## src/rtl/regwb_pkg.sv

```systemverilog
// regwb_pkg: shared widths and the write-back source select for reg_writeback_ctrl.
package regwb_pkg;
  localparam int ADDR_W   = 5;
  localparam int DATA_W   = 32;
  localparam int NUM_REGS = 32;
  typedef enum logic [1:0] {SRC_NONE, SRC_ALU, SRC_LSU} src_e;
endpackage

```

## src/rtl/wb_fifo.sv

```systemverilog
// wb_fifo: synchronous FIFO buffering {rd, data} LSU results; sync active-low reset.
module wb_fifo #(
  parameter int DEPTH = 4,
  parameter int W     = 37
) (
  input  logic                     clk,
  input  logic                     reset,
  input  logic                     i_push,
  input  logic                     i_pop,
  input  logic [W-1:0]             i_din,
  output logic [W-1:0]             o_dout,
  output logic                     o_full,
  output logic                     o_empty,
  output logic [$clog2(DEPTH):0]   o_count
);
  localparam int AW = $clog2(DEPTH);
  logic [W-1:0]  r_mem [DEPTH];
  logic [AW-1:0] r_wp, r_rp;
  logic [AW:0]   r_cnt;
  logic          w_wr, w_rd;
  assign o_full  = r_cnt == (AW+1)'(DEPTH);
  assign o_empty = r_cnt == '0;
  assign o_count = r_cnt;
  assign o_dout  = r_mem[r_rp];
  assign w_rd    = i_pop && !o_empty;
  assign w_wr    = i_push && (!o_full || w_rd);
  // Pointers wrap naturally because DEPTH is a power of two.
  always_ff @(posedge clk) begin
    if (!reset) begin
      r_wp  <= '0;
      r_rp  <= '0;
      r_cnt <= '0;
    end else begin
      if (w_wr) r_wp <= r_wp + 1'b1;
      if (w_rd) r_rp <= r_rp + 1'b1;
      r_cnt <= r_cnt + (AW+1)'(w_wr) - (AW+1)'(w_rd);
    end
  end
  always_ff @(posedge clk) begin
    if (w_wr) r_mem[r_wp] <= i_din;
  end
endmodule

```

## src/rtl/reg_writeback_ctrl.sv

```systemverilog
// reg_writeback_ctrl: register-file write port arbiter (ALU vs buffered LSU), busy scoreboard, forwarding.
// REGWB_ALU_STALL_EN: a full LSU FIFO takes the slot from the ALU and raises alu_stall.
module reg_writeback_ctrl import regwb_pkg::*; #(
  parameter int LSU_DEPTH = 4,
  parameter int DATA_W    = 32,
  parameter int ADDR_W    = 5
) (
  input  logic                clk,
  input  logic                reset,
  input  logic                issue_valid,
  input  logic [ADDR_W-1:0]   issue_rd,
  output logic                issue_ready,
  input  logic                alu_valid,
  input  logic [ADDR_W-1:0]   alu_rd,
  input  logic [DATA_W-1:0]   alu_data,
  output logic                alu_stall,
  input  logic                lsu_valid,
  input  logic [ADDR_W-1:0]   lsu_rd,
  input  logic [DATA_W-1:0]   lsu_data,
  output logic                lsu_ready,
  output logic                regwrite,
  output logic [ADDR_W-1:0]   write_reg,
  output logic [DATA_W-1:0]   write_data,
  output logic [NUM_REGS-1:0] busy,
  input  logic [ADDR_W-1:0]   read_reg1,
  input  logic [ADDR_W-1:0]   read_reg2,
  output logic                fwd1_hit,
  output logic                fwd2_hit,
  output logic [DATA_W-1:0]   fwd1_data,
  output logic [DATA_W-1:0]   fwd2_data
);
  localparam int CW = $clog2(LSU_DEPTH) + 1;
  logic                     w_full, w_empty, w_push, w_pop, w_we;
  logic [CW-1:0]            w_cnt;
  logic [ADDR_W+DATA_W-1:0] w_head;
  logic [ADDR_W-1:0]        w_head_rd, w_rd;
  logic [DATA_W-1:0]        w_head_data, w_data;
  logic [NUM_REGS-1:0]      w_set, w_clr, r_busy;
  logic                     r_regwrite;
  logic [ADDR_W-1:0]        r_write_reg;
  logic [DATA_W-1:0]        r_write_data;
  src_e                     w_sel;
  wb_fifo #(.DEPTH(LSU_DEPTH), .W(ADDR_W + DATA_W)) u_fifo (
    .clk    (clk),
    .reset  (reset),
    .i_push (w_push),
    .i_pop  (w_pop),
    .i_din  ({lsu_rd, lsu_data}),
    .o_dout (w_head),
    .o_full (w_full),
    .o_empty(w_empty),
    .o_count(w_cnt)
  );
  // Ready is forced low while reset is held so nothing is accepted into a FIFO being cleared.
  assign lsu_ready = reset && !w_full;
  assign w_push    = lsu_valid && lsu_ready;
`ifdef REGWB_ALU_STALL_EN
  assign alu_stall = alu_valid && w_full;
`else
  assign alu_stall = 1'b0;
`endif
  assign w_head_rd   = w_head[ADDR_W+DATA_W-1 -: ADDR_W];
  assign w_head_data = w_head[DATA_W-1:0];
  assign w_sel  = (alu_valid && !alu_stall) ? SRC_ALU : (w_cnt != '0) ? SRC_LSU : SRC_NONE;
  assign w_pop  = (w_sel == SRC_LSU) && !w_empty;
  assign w_rd   = (w_sel == SRC_ALU) ? alu_rd : w_head_rd;
  assign w_data = (w_sel == SRC_ALU) ? alu_data : w_head_data;
  assign w_we   = (w_sel != SRC_NONE) && (w_rd != '0);
  assign issue_ready = !r_busy[issue_rd];
  assign w_set = (issue_valid && issue_ready && issue_rd != '0) ? NUM_REGS'(1) << issue_rd : '0;
  assign w_clr = w_pop ? NUM_REGS'(1) << w_head_rd : '0;
  always_ff @(posedge clk) begin
    if (!reset) begin
      r_regwrite   <= 1'b0;
      r_write_reg  <= '0;
      r_write_data <= '0;
      r_busy       <= '0;
    end else begin
      r_regwrite <= w_we;
      if (w_we) begin
        r_write_reg  <= w_rd;
        r_write_data <= w_data;
      end
      r_busy <= ((r_busy & ~w_clr) | w_set) & ~NUM_REGS'(1);
    end
  end
  assign regwrite   = r_regwrite;
  assign write_reg  = r_write_reg;
  assign write_data = r_write_data;
  assign busy       = r_busy;
  assign fwd1_hit   = r_regwrite && (r_write_reg == read_reg1) && (read_reg1 != '0);
  assign fwd2_hit   = r_regwrite && (r_write_reg == read_reg2) && (read_reg2 != '0);
  assign fwd1_data  = r_write_data;
  assign fwd2_data  = r_write_data;
endmodule

```

## config.mk

```make
export PLATFORM = sky130hd
export DESIGN_NAME = reg_writeback_ctrl
export DESIGN_NICKNAME = d
export VERILOG_FILES = /design/src/rtl/regwb_pkg.sv /design/src/rtl/wb_fifo.sv /design/src/rtl/reg_writeback_ctrl.sv
export SDC_FILE = /design/constraint.sdc
export NUM_CORES = 1
export LEC_CHECK = 0
export BUFFER_PORTS_ARGS = -buffer_cell sky130_fd_sc_hd__buf_4
export CAP_MARGIN = 20
export CORE_MARGIN = 1
export CORE_UTILIZATION = 35
export DETAILED_ROUTE_END_ITERATION = 6
export PLACE_DENSITY = 0.57
export SLEW_MARGIN = 0
export SYNTH_ARGS = -nofsm -noshare
export SYNTH_HDL_FRONTEND = slang
export SYNTH_SLANG_ARGS = --single-unit
```

## constraint.sdc

```tcl
create_clock -name clk -period 2.97 [get_ports clk]
set_input_delay 0 -clock clk [delete_from_list [all_inputs] [get_ports clk]]
set_output_delay 0 -clock clk [all_outputs]
set_load 0.01 [all_outputs]
```

# Word-level counts from Yosys, hierarchy flattened
# Memory sizes are Yosys's and may differ from the RTL's. A register that Yosys moved wholly into a read port is not among the register bits.
# Cells that the tools add are included.
# totals
out_inout_bits	139
ram_bits	148
elab_cells	59
reg_bits	77
in_bits	94
mem_count	1
# memory_table
name	depth	word_bits	read_ports	rd_ports_with_merged_regs	wr	line	source
u_fifo.r_mem	4	37	1	1	1	wb_fifo.sv:17	logic [W-1:0] r_mem [DEPTH];
# classes
add_sub_neg	4
n_eq_ne	5
n_bitwise	3
reduce_logical	23
mux	12
shifts	2
order_cmp	1
# op_table
operator	count
$mux W32	3
$shl A1 B5 Y32 const A	2
$and A32 B32 Y32	1
$not A32 Y32	1
$or A32 B32 Y32	1
$reduce_bool A5 Y1	4
$logic_and A1 B1 Y1	12
$eq A5 B5 Y1	2
$mux W2	4
$lt A5 B6 Y1 const B	1
$bmux W1 S5	1
$mux W5	1
$add A2 B1 Y2 const B	2
$add A3 B1 Y3	1
$eq A3 B3 Y1 const B	1
$logic_not A1 Y1	3
$logic_not A3 Y1	1
$mux W1	3
$reduce_bool A3 Y1	1
$sub A3 B1 Y3	1
$eq A2 B1 Y1 const B	1
$eq A2 B2 Y1 const B	1
$reduce_bool A2 Y1	1
$logic_or A1 B1 Y1	1

# Logic depth before layout (Yosys ltp)
# Gate-level depths: netlist of the first run.
# depth
ltp_word	10
mapped_depth	11
depth_no_buf	10

# Modules after synthesis
# From an unflattened synthesis of the first run, not the netlist that was laid out.
# unflattened
cells_unflattened	675
hier_area_um2	9960.8
# modules_own_cells
module	cells_per_inst	area_per_inst_um2	n_inst	seq_area_each_um2
wb_fifo	240	5856.9	1	4624.4
reg_writeback_ctrl	435	4103.9	1	1381.3

# Worst setup path before layout of the first run
# Ideal clock, no wire load.
# synth_timing
path_kind	register to register
from	register u_fifo.r_cnt[2] (netlist: u_fifo.o_count[2])
to	register u_fifo.r_cnt[2] (netlist: u_fifo.o_count[2])
setup_ns	0.127
path_buffers	1
required_time_ns	2.843
stages_incl_launch_ff	12
slack_ns	0.334
t_arrival_ns	2.509
period_less_slack_ns	2.636
path_cell_list	dfxtp_1 > nor3_1 > or2_2 > clkbuf_1 > inv_1 > ha_1 > inv_1 > ha_1 > fa_1 > xnor2_1 > xnor2_1 > nor2_1
# synth_via
elab_chain_cells	10
word_cells_on_any_way	16
cone_classes	add/sub (2); eq/ne (2); mux (2); reduce/logical (10)
# synth_rtl
element	line	source
start, declared	wb_fifo.sv:19	logic [AW:0] r_cnt;
start signal, assigned	wb_fifo.sv:36	r_cnt <= r_cnt + (AW+1)'(w_wr) - (AW+1)'(w_rd);
$reduce_bool A3 Y1	reg_writeback_ctrl.sv:64	assign w_sel = (alu_valid && !alu_stall) ? SRC_ALU : (w_cnt != '0) ? SRC_LSU : SRC_NONE;
$mux W2 (2 in a row)	reg_writeback_ctrl.sv:64	
$eq A2 B2 Y1	reg_writeback_ctrl.sv:65	assign w_pop = (w_sel == SRC_LSU) && !w_empty;
$logic_and A1 B1 Y1	reg_writeback_ctrl.sv:65	
$logic_and A1 B1 Y1 *	wb_fifo.sv:25	assign w_rd = i_pop && !o_empty;
named net u_fifo.w_rd	wb_fifo.sv:20	logic w_wr, w_rd;
$logic_or A1 B1 Y1	wb_fifo.sv:26	assign w_wr = i_push && (!o_full || w_rd);
$logic_and A1 B1 Y1	wb_fifo.sv:26	
$add A3 B1 Y3	wb_fifo.sv:36	
$sub A3 B1 Y3 *	wb_fifo.sv:36	
# Mark *: on every way through the listed nets, which the timed path passes. The rest lies on a longest branch.
# A chain may end at the register's enable or synchronous reset.

==> flow_summary.json, run 1 <==
{
  "status": "finished clean",
  "synth-compound-area-share_pct": 10.4,
  "ys.flop_type": "edfxtp_1",
  "largest-register": "u_fifo.r_mem",
  "synthMuxAreaShare_pct": 11.9,
  "final_max_slew_viol_count": 0,
  "hpwl_mm": 16.2,
  "period_share_pct": 92.7,
  "insertion_delay_ns": 0.51,
  "floorplan.die.height_um": 169,
  "cts_tree": "built",
  "dp_slack_ns": 0.406,
  "layout-area-overhead-vs-synth_pct": 33.1,
  "synth_area_leader_cell": "edfxtp_1",
  "ys_ff_latch": 226,
  "crit_family": "buffers and inverters",
  "final_common_cell": "buf_4",
  "hold_class": "primary input to register",
  "cp_num_buf_inv": 2,
  "maxSlewHeadroom_pct": 46.0,
  "die_w_um": 169,
  "placedCellCount": 1220,
  "grt_start_max_net_pins": 72,
  "syn_area_um2": 9820,
  "cts_resized": 0,
  "synth_xor_area_share_pct": 1.16,
  "grt_setup_unrepaired": "no",
  "p_per_area_nw_per_um2": 718,
  "core-area_um2": 27300,
  "seq_area_frac_synth_pct": 61.2,
  "setup_slack_ns": 0.215,
  "synth_cell_types": 43,
  "syn_area_per_cell_um2": 13.9,
  "cp.arrival_ns": 3.15,
  "rows": 60,
  "worst_pin_slew_ns": 0.810,
  "maxCapViolCount": 0,
  "final_cell_mix": "buf_4 (245), edfxtp_1 (148), dlygate4sd3_1 (87)",
  "io_pins": 233,
  "netlist_instances": 704,
  "cts-root-buf": "clkbuf_16",
  "post_drt_wl_per_cell_um": 18.1,
  "worstHoldStart": "alu_valid",
  "stdcell_count": 1353,
  "numCtsBuffers": 24,
  "ys_warn_count": 0,
  "leakagePower_nw": 5.02,
  "clock_path_buffers": 3,
  "firstDrtPassIters": 5,
  "ant_nets": 0,
  "largest_reg_flops": 148,
  "path_cells": "mux4_1 -> mux2i_1 -> nor2_1 -> a21oi_1 -> dlygate4sd3_1 -> a21oi_1 -> dlygate4sd3_1",
  "cp_max_fo": 16,
  "start_kind": "register",
  "grt_overflow": 0,
  "setup_violations": 0,
  "grt_pass1_vias": 6541,
  "vias_per_cell": 4.90,
  "antenna_found_initial": 2,
  "nets": 1062,
  "grt_util_all_layers_pct": 17.0,
  "clkTransAtPathRegs_ns": 0.06,
  "end_kind": "register",
  "critPathKind": "register to register",
  "crit_path_top_delay_cell": "dfxtp_2",
  "synth_area_leaders": "edfxtp_1 (45%), dfxtp_1 (16%), mux4_2 (11%)",
  "drc": 0,
  "vias": 6632,
  "period_needed_ns": 2.75,
  "drive_gt1_share_pct": 35.3,
  "fin_skew_ns": 0.0130,
  "async_flop_share_pct": 0,
  "h-tree-depth": 1,
  "worstPathRequired_ns": 3.36,
  "final_hold_viol_count": 0,
  "slowest_delay_ns": 0.60,
  "fmax_ghz": 0.363,
  "synth_edf_count": 148,
  "irDropWorstVdd_mv": 0.407,
  "netlist.area_leader.share_pct": 45.3,
  "synth_top_family_by_area": "multiplexers",
  "port_buffers": 230,
  "synthAdderAreaFrac_pct": 0.969,
  "place.gp.congestion": 0.790,
  "tns_ns": 0,
  "yosys.area_share.simple_pct": 5.53,
  "initial_core_util_pct": 36.0,
  "finalPower_mw": 9.39,
  "numClockSinks": 226,
  "wl_mm": 24.5,
  "grt_pass1_wl_mm": 37.6,
  "first_iter_violations": 521,
  "die_area_um2": 28700
}
[kinds of logic (layout without fill, tap and decap cells)]
kind of cell               count (synthesis)  count (layout)
other                                      1               4
DFF                                      226             226
buffers and inverters                    146             420
AOI/OAI and AO/OA                        140             140
and+or+nand+nor                          114             114
xor gates and xnor gates                  13              13
adders and majority gates                  7               7
muxes                                     57              57
[final timing paths]
kind	end	slack, ns	depth (start not counted)
setup reg to reg	write_reg[2]	0.22	7
setup / recovery	write_reg[2]	0.22	7
hold reg to reg	busy[19]	0.52	2
hold / removal	fwd1_data[1]	0.08	3
[per-stage QoR]
| stage | util, % | hold slack (ns) | cell area [um^2] |
|---|---|---|---|
| floorplan | - | 0.0927 | 9820 |
| global placement | 42.0 | 0.204 | 11400 |
| detailed placement | 42.0 | 0.205 | 11400 |
| CTS | 47.9 | 0.0554 | 13100 |
| global route | 48.0 | 0.0953 | 13100 |
| finish | 48.0 | 0.0775 | 13100 |
[layout make-up]
cell class / count / area (um^2)
multi-input cells: 333 / 2950
flip-flops and latches: 226 / 6010
repair buffers: 333 / 2730
clock inverters: 17 / 113
inverters: 43 / 161
diodes: 2 / 5.00
fillers: 2425 / 14200
clock buffers: 27 / 633
well taps: 372 / 465
[power breakdown]
group / switching, mW / leakage, nW / internal, mW
Sequential: 0.273 / 1.98 / 3.65
Combinational: 1.29 / 2.67 / 1.36
Clock: 1.20 / 0.360 / 1.62
Total: 2.76 / 5.02 / 6.63
[synth_stat cells (6+ instances only)]
cell type,count
xnor2_1,6
buf_6,8
o211ai_1,29
mux2i_1,8
and3_1,7
xor2_1,7
buf_2,8
inv_1,43
ha_1,6
dfxtp_1,78
nand3_1,10
mux4_2,46
nor3_1,6
edfxtp_1,148
buf_4,66
a21oi_1,41
o221a_1,30
nand2_1,16
nor2_1,48
clkbuf_1,21
o21ai_0,30
[timing repair]
item,CTS,global route
hold buffers,87,0
setup buffers,0,0
endpoints found under the hold margin,214,0
setup endpoints to repair,0,0
[metal layers]
metal  track usage (%)  routed length [um]  vias to the layer above
met2              28.2               11800                      200
li1                  -                   -                     3113
met3              3.08                1260                       28
met5                 0                   0                        -
met4              3.49                 379                        0
met1              23.2               11100                     3291
[worst reg2reg max path, stage by stage, from the launching register on]
cell and delay (ns):
dfxtp_2 0.60, mux4_1 0.52, mux2i_1 0.19, nor2_1 0.05
a21oi_1 0.11, dlygate4sd3_1 0.56, a21oi_1 0.06, dlygate4sd3_1 0.57
(Power assumes the default switching activity.)
==> inputs of run 2 (changes only) <==
--- a/config.mk
+++ b/config.mk
@@ -10,6 +10,8 @@
 export CORE_MARGIN = 1
 export CORE_UTILIZATION = 35
 export DETAILED_ROUTE_END_ITERATION = 6
+export GPL_ROUTABILITY_DRIVEN = 0
+export MAX_ROUTING_LAYER = met4
 export PLACE_DENSITY = 0.57
 export SLEW_MARGIN = 0
 export SYNTH_ARGS = -nofsm -noshare
==> constraint.sdc (replaced) <==
create_clock -name clk -period 2.97 [get_ports clk]
set_input_delay 0.4455 -clock clk [delete_from_list [all_inputs] [get_ports clk]]
set_output_delay 0.4455 -clock clk [all_outputs]
set_load 0.01 [all_outputs]
==> flow_summary.json, run 2 (synthesis gave the netlist of run 1 again) <==
{
  "wl_mm": 24.0,
  "clock_path_buffers": 3,
  "numCtsBuffers": 24,
  "port_buffers": 230,
  "dp_slack_ns": 0.274,
  "final_max_slew_viol_count": 0,
  "drive_gt1_share_pct": 38.8,
  "hold_buffers": 0,
  "critPathMostFrequentCell": "mux4_2",
  "wl_met3_mm": 1.59,
  "crit_path_top_delay_cell": "mux4_2",
  "first_iter_violations": 407,
  "grt_setup_unrepaired": "no",
  "ant_nets": 0,
  "p_per_area_nw_per_um2": 766,
  "cp_max_fo": 3,
  "nets": 973,
  "drc": 0,
  "io_pins": 233,
  "cts_tree": "built",
  "vias": 6326,
  "setup_slack_ns": 0.415,
  "largest-register": "u_fifo.r_mem",
  "grt_pass1_vias": 6279,
  "layout-area-overhead-vs-synth_pct": 25.2,
  "grt_util_all_layers_pct": 17.2,
  "die_w_um": 169,
  "grt_overflow": 0,
  "path_cells": "mux4_2 -> mux4_2 -> mux2i_1 -> buf_4",
  "status": "finished clean",
  "period_needed_ns": 2.56,
  "clkTransAtPathRegs_ns": 0.06,
  "antenna_found_initial": 1,
  "core-area_um2": 27300,
  "tns_ns": 0,
  "leakagePower_nw": 4.69,
  "hold_class": "primary input to register",
  "end_kind": "output pin",
  "maxCapViolCount": 0,
  "hpwl_mm": 16.2,
  "maxSlewHeadroom_pct": 47.7,
  "floorplan.die.height_um": 169,
  "m1WireLength_mm": 10.5,
  "highest_layer": "met4",
  "start_kind": "register",
  "cts_resized": 0,
  "firstDrtPassIters": 4,
  "worst_pin_slew_ns": 0.784,
  "largest_reg_flops": 148,
  "post_drt_wl_per_cell_um": 19.0,
  "period_share_pct": 86.0,
  "die_area_um2": 28700,
  "wl_met2_mm": 11.4,
  "cts-root-buf": "clkbuf_16",
  "grt_pass1_wl_mm": 36.7,
  "setup_violations": 0,
  "final_hold_viol_count": 0,
  "grt_start_max_net_pins": 72,
  "vias_per_cell": 5.01,
  "numClockSinks": 226,
  "h-tree-depth": 1,
  "slowest_delay_ns": 0.51,
  "final_common_cell": "buf_4",
  "cp.arrival_ns": 2.11,
  "insertion_delay_ns": 0.52,
  "whs_ns": 0.127,
  "rows": 60,
  "fin_skew_ns": 0.0109,
  "critPathKind": "register to output pin",
  "final_cell_mix": "buf_4 (239), edfxtp_1 (148), dfxtp_1 (76)",
  "irDropWorstVdd_mv": 0.400,
  "cts_setup_buffers": 0,
  "worstPathRequired_ns": 2.52,
  "finalPower_mw": 9.41,
  "fmax_ghz": 0.391,
  "initial_core_util_pct": 36.0
}
## run 2: cell count changes in the layout (fill, tap and decap cells not counted), moves of 5 or more
| cell | previous run | this run |
|---|---|---|
| dlygate4sd3_1 | 87 | 0 |
| clkinv_1 | 7 | 1 |
| clkbuf_1 | 2 | 7 |
| buf_4 | 245 | 239 |
## run 2: cell type report
cell class,instances,area (um^2)
fillers,2443,15000
flip-flops and latches,226,6010
multi-input cells,333,2950
repair buffers,244,1900
clock buffers,38,748
well taps,372,465
inverters,43,161
clock inverters,6,47.5
diodes,1,2.50
## run 2: power breakdown
| part | total (mW) | internal, mW | switching [mW] |
|---|---|---|---|
| combinational | 2.55 | 1.29 | 1.26 |
| clock | 2.95 | 1.74 | 1.21 |
| sequential | 3.91 | 3.65 | 0.265 |
## run 2: per-layer routing
layer,global-route usage (%),vias up
met4,4.07,0
met5,-,-
met2,27.6,216
li1,-,2928
met1,22.1,3140
met3,3.82,42
## run 2: path summary, 6_finish.rpt
path	start	endpoint	slack [ns]	cells past startpoint
setup / recovery	busy[23]	issue_ready	0.41	4
hold / removal	lsu_rd[4]	u_fifo.r_mem[1][36]	0.13	1
setup reg to reg	register	fwd1_data[24]	0.51	5
hold reg to reg	busy[4]	busy[4]	0.52	2
## run 2: per-stage QoR
stage                     area (um^2)  util (%)  instances
after global placement          11500      42.1       1217
after detailed placement        11500      42.1       1217
after CTS                       12300      45.0       1261
final                           12300      45.1       1263
after global routing            12300      45.1       1263
after floorplan                  9820         -        705
## run 2: worst max-delay path, delay by kind of cell, from the launching register on
kind	cells	cell delay, ns
DFF	1	0.34
buffers and inverters	1	0.14
muxes	3	1.13
